`config.mk`:
```
export PLATFORM = sky130hd
export DESIGN_NAME = slow_to_fast_cdc_rx
export DESIGN_NICKNAME = d
export VERILOG_FILES = /design/src/rtl/cdc_pkg.sv /design/src/rtl/cdc_sync_bit.sv /design/src/rtl/slow_to_fast_cdc_rx.sv
export SDC_FILE = /design/constraint.sdc
export NUM_CORES = 1
export LEC_CHECK = 0
export BUFFER_PORTS_ARGS = -buffer_cell sky130_fd_sc_hd__buf_2
export CORE_MARGIN = 4
export CORE_UTILIZATION = 43
export CTS_CLUSTER_SIZE = 25
export DETAILED_ROUTE_END_ITERATION = 16
export PLACE_DENSITY = 0.83
export SKIP_CTS_REPAIR_TIMING = 1
export SYNTH_ARGS = -nofsm -noshare
export SYNTH_HDL_FRONTEND = slang
export SYNTH_HIERARCHICAL = 1
export SYNTH_SLANG_ARGS = --single-unit
```
`constraint.sdc`:
```
create_clock -name Clk_Fast -period 1.81 [get_ports Clk_Fast]
set_clock_uncertainty 0.2 [all_clocks]
set_input_delay 0 -clock Clk_Fast [delete_from_list [all_inputs] [get_ports Clk_Fast]]
set_output_delay 0 -clock Clk_Fast [all_outputs]
set_load 0.005 [all_outputs]
```
`src/rtl/cdc_pkg.sv`:
```
`default_nettype none
// ============================================================================
// cdc_pkg: shared types and defaults for slow-to-fast domain crossings.
// Rev 1.0
// ============================================================================
package cdc_pkg;

  typedef enum logic [1:0] {
    IDLE     = 2'd0,
    SETTLE   = 2'd1,
    WAIT_LOW = 2'd2
  } rx_state_t;

  localparam int SYNC_STAGES_DEF = 2;
  localparam int I2S_DATA_W      = 24;

endpackage
`default_nettype wire

```
`src/rtl/cdc_sync_bit.sv`:
```
`default_nettype none
// ============================================================================
// cdc_sync_bit: single-bit multi-flop synchronizer, synchronous reset to 0.
// Rev 1.0
// ============================================================================
module cdc_sync_bit
  import cdc_pkg::*;
#(
  parameter int SYNC_STAGES = SYNC_STAGES_DEF
) (
  input  logic clk_i,
  input  logic rst_i,
  input  logic d_i,
  output logic q_o
);

  logic [SYNC_STAGES-1:0] sync_q;

  always_ff @(posedge clk_i) begin
    if (rst_i) begin
      sync_q <= '0;
    end else begin
      sync_q <= {sync_q[SYNC_STAGES-2:0], d_i};
    end
  end

  assign q_o = sync_q[SYNC_STAGES-1];

endmodule
`default_nettype wire

```
`src/rtl/slow_to_fast_cdc_rx.sv`:
```
`default_nettype none
// ============================================================================
// slow_to_fast_cdc_rx: captures a slow-domain valid level + data bus into the
// fast clock domain and presents it through a one-entry valid/ready register.
// Rev 1.0
// ============================================================================
module slow_to_fast_cdc_rx
  import cdc_pkg::*;
#(
  parameter int DATA_W        = I2S_DATA_W,
  parameter int SYNC_STAGES   = SYNC_STAGES_DEF,
  parameter int SETTLE_CYCLES = 2,
  parameter int CNT_W         = 16
) (
  input  logic              Clk_Fast,
  input  logic              Rst,
  input  logic              Slow_Valid,
  input  logic [DATA_W-1:0] Slow_Data,
  input  logic              Out_Ready,
  input  logic              Overflow_Clr,
  output logic [DATA_W-1:0] Out_Data,
  output logic              Out_Valid,
  output logic              Overflow,
  output logic              Glitch,
  output logic              Busy,
  output logic [CNT_W-1:0]  Sample_Cnt
);

  localparam int                SET_W    = (SETTLE_CYCLES > 1) ? $clog2(SETTLE_CYCLES) : 1;
  localparam logic [SET_W-1:0]  SET_LAST = SET_W'(SETTLE_CYCLES - 1);
  localparam int                FILL_W   = $clog2(SYNC_STAGES + 1);
  localparam logic [FILL_W-1:0] FILL_MAX = FILL_W'(SYNC_STAGES);

  logic              sync_out;
  logic              prev_q;
  logic              rise;
  logic [FILL_W-1:0] fill_q;
  rx_state_t         state_q, state_d;
  logic [SET_W-1:0]  cnt_q, cnt_d;
  logic              capture;
  logic              glitch_q, glitch_d;
  logic [DATA_W-1:0] data_q, data_d;
  logic              valid_q, valid_d;
  logic              ovf_q, ovf_d;
  logic [CNT_W-1:0]  samp_q, samp_d;

  cdc_sync_bit #(
    .SYNC_STAGES(SYNC_STAGES)
  ) u_sync_valid (
    .clk_i (Clk_Fast),
    .rst_i (Rst),
    .d_i   (Slow_Valid),
    .q_o   (sync_out)
  );

  // The chain restarts at 0 after reset; hold prev high until the chain
  // reflects the real input so a level already high is not seen as a rise.
  always_ff @(posedge Clk_Fast) begin
    if (Rst) begin
      fill_q <= '0;
      prev_q <= 1'b1;
    end else begin
      if (fill_q != FILL_MAX) begin
        fill_q <= fill_q + 1'b1;
      end
      prev_q <= (fill_q == FILL_MAX) ? sync_out : 1'b1;
    end
  end

  assign rise = sync_out & ~prev_q;

  always_comb begin
    state_d  = state_q;
    cnt_d    = cnt_q;
    capture  = 1'b0;
    glitch_d = 1'b0;
    case (state_q)
      IDLE: begin
        if (rise) begin
          state_d = SETTLE;
          cnt_d   = '0;
        end
      end
      SETTLE: begin
        if (!sync_out) begin
          state_d  = IDLE;
          glitch_d = 1'b1;
        end else if (cnt_q == SET_LAST) begin
          capture = 1'b1;
          state_d = WAIT_LOW;
        end else begin
          cnt_d = cnt_q + 1'b1;
        end
      end
      WAIT_LOW: begin
        if (!sync_out) begin
          state_d = IDLE;
        end
      end
      default: state_d = IDLE;
    endcase
  end

  always_comb begin
    data_d  = data_q;
    valid_d = valid_q;
    ovf_d   = ovf_q;
    samp_d  = samp_q;
    if (Overflow_Clr) begin
      ovf_d = 1'b0;
    end
    if (valid_q && Out_Ready) begin
      valid_d = 1'b0;
    end
    if (capture) begin
      if (!valid_q || Out_Ready) begin
        data_d  = Slow_Data;
        valid_d = 1'b1;
        samp_d  = samp_q + 1'b1;
      end else begin
        ovf_d = 1'b1;
      end
    end
  end

  always_ff @(posedge Clk_Fast) begin
    if (Rst) begin
      state_q  <= IDLE;
      cnt_q    <= '0;
      glitch_q <= 1'b0;
      data_q   <= '0;
      valid_q  <= 1'b0;
      ovf_q    <= 1'b0;
      samp_q   <= '0;
    end else begin
      state_q  <= state_d;
      cnt_q    <= cnt_d;
      glitch_q <= glitch_d;
      data_q   <= data_d;
      valid_q  <= valid_d;
      ovf_q    <= ovf_d;
      samp_q   <= samp_d;
    end
  end

  assign Out_Data   = data_q;
  assign Out_Valid  = valid_q;
  assign Overflow   = ovf_q;
  assign Glitch     = glitch_q;
  assign Busy       = (state_q != IDLE);
  assign Sample_Cnt = samp_q;

endmodule
`default_nettype wire

```
==> results of run 1 <==
-- cells by family (layout without fill, tap and decap cells) --
group / Yosys count / in the layout
AOI/OAI and AO/OA: 44 / 44
xor gates and xnor gates: 9 / 9
adders and majority gates: 2 / 2
buffers and inverters: 14 / 132
DFF: 51 / 51
muxes: 1 / 1
and+or+nand+nor: 112 / 112
-- layer usage --
metal | track usage | share of wire | vias to the layer above
met5 | 0 | 0 | -
met4 | 0.0621 | 0.013 | 0
met3 | 0.0594 | 0.084 | 8
met2 | 0.277 | 0.49 | 63
met1 | 0.196 | 0.42 | 903
li1 | - | - | 1022
-- final cells by class --
| class | count | area (um2) |
|---|---|---|
| tap | 52 | 65.1 |
| timing repair buffer | 120 | 791 |
| multi-input combinational | 168 | 905 |
| clock buffer | 6 | 82.6 |
| inverter | 4 | 15.0 |
| clock inverter | 2 | 35.0 |
| sequential | 51 | 1030 |
| fill | 364 | 1460 |
-- power by group through the flow --
stage               clock network, uW  registers [uW]  logic (uW)
finish                            808            1170         182
CTS                               835            1170         136
detailed placement                  0            1190         129
floorplan                           0            1190        84.7
global route                      863            1170         205
global placement                    0            1190         125
-- layout by cell type (no fill, tap or decap), types with 2 or more instances in the layout --
cell type	n
buf_2	72
nand2_1	58
dfxtp_1	46
a21oi_1	36
dlygate4sd3_1	28
buf_4	20
nor2_1	13
o21ai_0	8
xnor2_1	7
clkbuf_8	6
dfxtp_2	5
or3_1	5
nand3_1	5
inv_1	4
nor2b_1	4
nor4b_1	3
nand4_1	3
nor4_1	3
nand2b_1	2
and4_1	2
xor2_1	2
-- worst max path at each step --
stage                        from              to  depth (start not counted)
floorplan              state_q[1]   Sample_Cnt[9]                          4
global placement            cnt_q   Sample_Cnt[9]                          4
detailed placement          cnt_q   Sample_Cnt[9]                          4
CTS                         cnt_q   Sample_Cnt[9]                          4
global route        Sample_Cnt[0]  Sample_Cnt[14]                          5
finish                 state_q[1]   Sample_Cnt[9]                          4
-- state kept, by name, summed over array words and instances (netlist names) --
name                 flops
Out_Data                24
cnt_q                    1
fill_q                   2
prev_q                   1
Sample_Cnt              16
Glitch                   1
state_q                  2
u_sync_valid/sync_q      2
Overflow                 1
Out_Valid                1
-- per-stage QoR --
step	cells	cell area (um2)
finish	403	2920
global route	403	2920
CTS	372	2610
detailed placement	364	2490
global placement	364	2490
floorplan	233	1970
==> results.yml, run 1 <==
routing:
  drt_first_pass_iters: 4
  ant_nets: 0
  drtIter0Drc: 94
  routedWlPerCell_um: 13.2
  vias: 1996
  drc_errors: 0
  viasPerCell: 4.95
  wl_um: 5310
synth:
  synth_cell_types: 32
  synthXorXnorAreaFrac: 0.0400
  syn_avg_cell_area_um2: 8.46
  synth_seq_area_share: 0.518
  netlist_top_cells_area: "dfxtp_1 52%, nand2_1 11%, a21oi_1 9.1%, xnor2_1 3.1%, nor2_1 2.7%"
  synthAdderAreaFrac: 0.0127
  async_reset_ff_frac: 0
  synthMuxAreaShare: 0.00571
  yosysMostFrequentCell: "nand2_1"
  synth_common_cells: "58 x nand2_1, 51 x dfxtp_1, 36 x a21oi_1"
  syn-cell-area_um2: 1970
  synthSimpleGateAreaFrac: 0.285
  syn_nets: 264
  synth-compound-area-share: 0.112
  synth_top_family_by_area: "simple AND/OR/NAND/NOR gates"
  synthFlopType: "dfxtp_1"
  yosysTopAreaCell: "dfxtp_1"
  yosysTopAreaCellShare: 0.518
  synth_seq_cells: 51
  ys_warn_count: 6
  synth_enable_flop_cells: 0
  synth_cells: 233
power:
  cell_internal_pwr_uw: 1700
  p_total_uw: 2160
  sw_frac_of_total: 0.212
  power_density_nw_per_um2: 739
  p_sw_uw: 458
  p_leak_uw: 0.00128
  clockPowerShare: 0.375
  p_seq_frac: 0.541
  pwr-share-comb: 0.084
  irDropWorstVdd_v: 0.000545
setup_path:
  path_buf_inv: 0
  ff2ff_setup_slack_ns: 0.03
  slowest_stage: "or4_1"
  start_kind: "register"
  crit_chain: "nand4b_4, or3_4, or4_1, a21oi_1"
  worst_ep_required_time_ns: 1.84
  cp-end-kind: "register"
  reg2reg_to: "Sample_Cnt[9]"
  path_delay_family: "simple AND/OR/NAND/NOR gates"
  timing.rr.start: "state_q[1]"
  crit_fanout: 3
  cp.arrival_ns: 1.81
  reg2reg_depth: 4
  critical-path-max-stage-delay_ns: 0.47
  critical_path_class: "reg -> reg"
placement:
  place_congestion: 0.788
  place_hpwl_um: 3350
  place_ws_ns: 0.0225
  portBuffers: 72
timing:
  fmax_mhz: 563
  hold_violations: 0
  worst_hold_slack_ns: 0.244
  setup_viol: 0
  layout_min_cycle_time_ns: 1.78
  final-max-slew-violation-count: 0
  period_share: 0.982
  final.setup.worst_slack_ns: 0.0325
  worstMarginPinSlew_ns: 0.564
  slew-limit-headroom: 0.624
  fin_tns_setup_ns: 0
cts:
  htreeDepth: 2
  clockBufferDepth: 2
  root_buffer: "clkbuf_8"
  clk_pin_slew_ns: 0.09
  cts_sinks: 51
  clock_latency_ns: 0.30
  cts_tree: "yes"
  cts_made_buffers: 5
grt:
  grt_overflow: 0
  grt_pass1_vias: 1732
  antenna_found_initial: 0
  track_usage: 0.166
  grt_max_degree: 32
  grt_pass1_wl_um: 7300
hold_path:
  hp-start: "u_sync_valid/sync_q[0]"
  hold_path.class: "reg -> reg"
  worstHoldPathCells: 1
  hold_end: "u_sync_valid/sync_q[1]"
final_layout:
  syn2layout_area_growth_pct: 48.2
  final_nets: 381
  fin_util: 0.666
  drive_gt1_frac: 0.319
  n_antenna_cell: 0
die:
  die_x_um: 75.7
  core-area_um2: 4380
  initial_utilization: 0.449
  die_area_um2: 5730
  row_count: 24
  ios: 73
  die_h_um: 75.7
status:
  status: "finished, final reports clean"
flow_run:
  maxCapViolations: 0
(Power assumes the default switching activity.)
==> run 2: changes to the inputs <==
--- a/config.mk
+++ b/config.mk
@@ -14,2 +14,3 @@
 export SKIP_CTS_REPAIR_TIMING = 1
+export SKIP_LAST_GASP = 1
 export SYNTH_ARGS = -nofsm -noshare
==> constraint.sdc (replaced) <==
create_clock -name Clk_Fast -period 1.81 [get_ports Clk_Fast]
set_clock_uncertainty 0.2 [all_clocks]
set_input_delay 0.181 -clock Clk_Fast [delete_from_list [all_inputs] [get_ports Clk_Fast]]
set_output_delay 0.181 -clock Clk_Fast [all_outputs]
set_load 0.005 [all_outputs]
==> run 2 against run 1 <==
- setup slack better by 0.022 ns
- non-clock buffer count down 5
- first-iteration DRC count down 7.4%
- sequential power about the same
- critical endpoint unchanged
- register-to-register slack better by 0.02 ns
- cell area down 1.2%
- the run now ends with negative hold slack left
- final cell count down 1.2%
- largest power group unchanged
==> results.yml, run 2 (synthesis results as in run 1) <==
cts:
  cts_sinks: 51
  root_buffer: "clkbuf_8"
  clk_pin_slew_ns: 0.10
  htreeDepth: 2
  clock_latency_ns: 0.31
  cts_tree: "yes"
  clockBufferDepth: 2
  cts_made_buffers: 5
timing:
  rsz0062_at_grt: "yes"
  fmax_mhz: 570
  worstMarginPinSlew_ns: 0.387
  slew-limit-headroom: 0.738
  worst_hold_slack_ns: -0.0263
  fin_tns_setup_ns: 0
  setup_viol: 0
  period_share: 0.970
  final-max-slew-violation-count: 0
  hold_violations: 1
  layout_min_cycle_time_ns: 1.76
hold_path:
  worstHoldPathCells: 4
  hold_path.class: "in -> reg"
setup_path:
  crit_path_start: "state_q[1]"
  crit_fanout: 3
  critical_path_class: "reg -> reg"
  reg2reg_to: "Sample_Cnt[9]"
  crit_end: "Sample_Cnt[9]"
  cp-end-kind: "register"
  cp.arrival_ns: 1.80
  ff2ff_setup_slack_ns: 0.05
  worst_ep_required_time_ns: 1.86
  reg2reg_depth: 4
  start_kind: "register"
  timing.rr.start: "state_q[1]"
final_layout:
  drive_gt1_frac: 0.321
  final_cell_area_um2: 2890
  n_antenna_cell: 0
  final_nets: 376
  finalNonFillerCells: 398
  final_common_cell: "buf_2"
  fin_util: 0.658
  n_fill_cell: 365
  syn2layout_area_growth_pct: 46.5
  final_cell_mix: "72 x buf_2, 58 x nand2_1, 44 x dfxtp_1, 36 x a21oi_1, 25 x dlygate4sd3_1"
  largest_reg_flops: 24
routing:
  vias: 1989
  wl_um: 5100
  routedWlPerCell_um: 12.8
  viasPerCell: 5.00
  ant_nets: 0
  drtIter0Drc: 87
  drt_first_pass_iters: 5
  drc_errors: 0
placement:
  place_hpwl_um: 3510
  place_congestion: 0.767
  portBuffers: 72
  place_area_um2: 2500
  dp_cells: 364
power:
  power_density_nw_per_um2: 751
  p_total_uw: 2170
  p_leak_uw: 0.00127
  irDropWorstVdd_v: 0.000617
flow_run:
  maxCapViolations: 0
status:
  status: "finished, violations left"
  violations: "negative hold slack"
grt:
  track_usage: 0.171
  grt_max_degree: 38
  grt_pass1_wl_um: 7500
  grt_overflow: 0
  antenna_found_initial: 0
  grt_pass1_vias: 1775
die:
  core-area_um2: 4380
  die_x_um: 75.7
  die_area_um2: 5730
  row_count: 24
  die_h_um: 75.7
  initial_utilization: 0.449
  ios: 73
-- run 2: how the worst min path moves through the flow --
| stage | slack, ns | end | startpoint |
|---|---|---|---|
| global route | 0.01 | Overflow | Overflow_Clr |
| global placement | 0.20 | u_sync_valid/sync_q[0] | Slow_Valid |
| finish | -0.03 | Overflow | Overflow_Clr |
| floorplan | 0.05 | u_sync_valid/sync_q[1] | Rst |
| detailed placement | 0.20 | u_sync_valid/sync_q[0] | Slow_Valid |
| CTS | -0.13 | u_sync_valid/sync_q[0] | Slow_Valid |
-- run 2: through the flow --
stage               hold WS, ns  setup WS (ns)
global placement          0.196         0.0585
detailed placement        0.197         0.0457
floorplan                0.0452         0.0106
CTS                      -0.134         0.0250
finish                  -0.0263         0.0544
global route             0.0121        -0.0121
-- run 2: per-layer routing --
layer  up-vias  track usage  wire length [um]
li1       1011            -                 -
met1       907        0.190              2070
met2        64        0.288              2540
met3         7       0.0726               408
met4         0       0.0699                85
met5         -            0                 0
-- run 2: layout make-up --
| type | instances | area (um2) | share of cell area |
|---|---|---|---|
| Sequential cell | 51 | 1030 | 0.357 |
| Multi-Input combinational cell | 168 | 902 | 0.313 |
| Timing Repair Buffer | 115 | 758 | 0.263 |
| Clock buffer | 5 | 68.8 | 0.0238 |
| Tap cell | 52 | 65.1 | 0.0225 |
| Clock inverter | 3 | 47.5 | 0.0165 |
| Inverter | 4 | 15.0 | 0.00520 |
-- run 2: power by group --
part / internal [uW] / switching (uW)
sequential: 1150 / 16.8
combinational: 102 / 80.0
clock: 419 / 398
total: 1670 / 494
-- run 2: worst max-delay path, cell delays in order, from the launching register on --
cell and delay (ns):
dfxtp_2 0.34, nand4b_4 0.16, or3_4 0.40, or4_1 0.46, a21oi_1 0.12
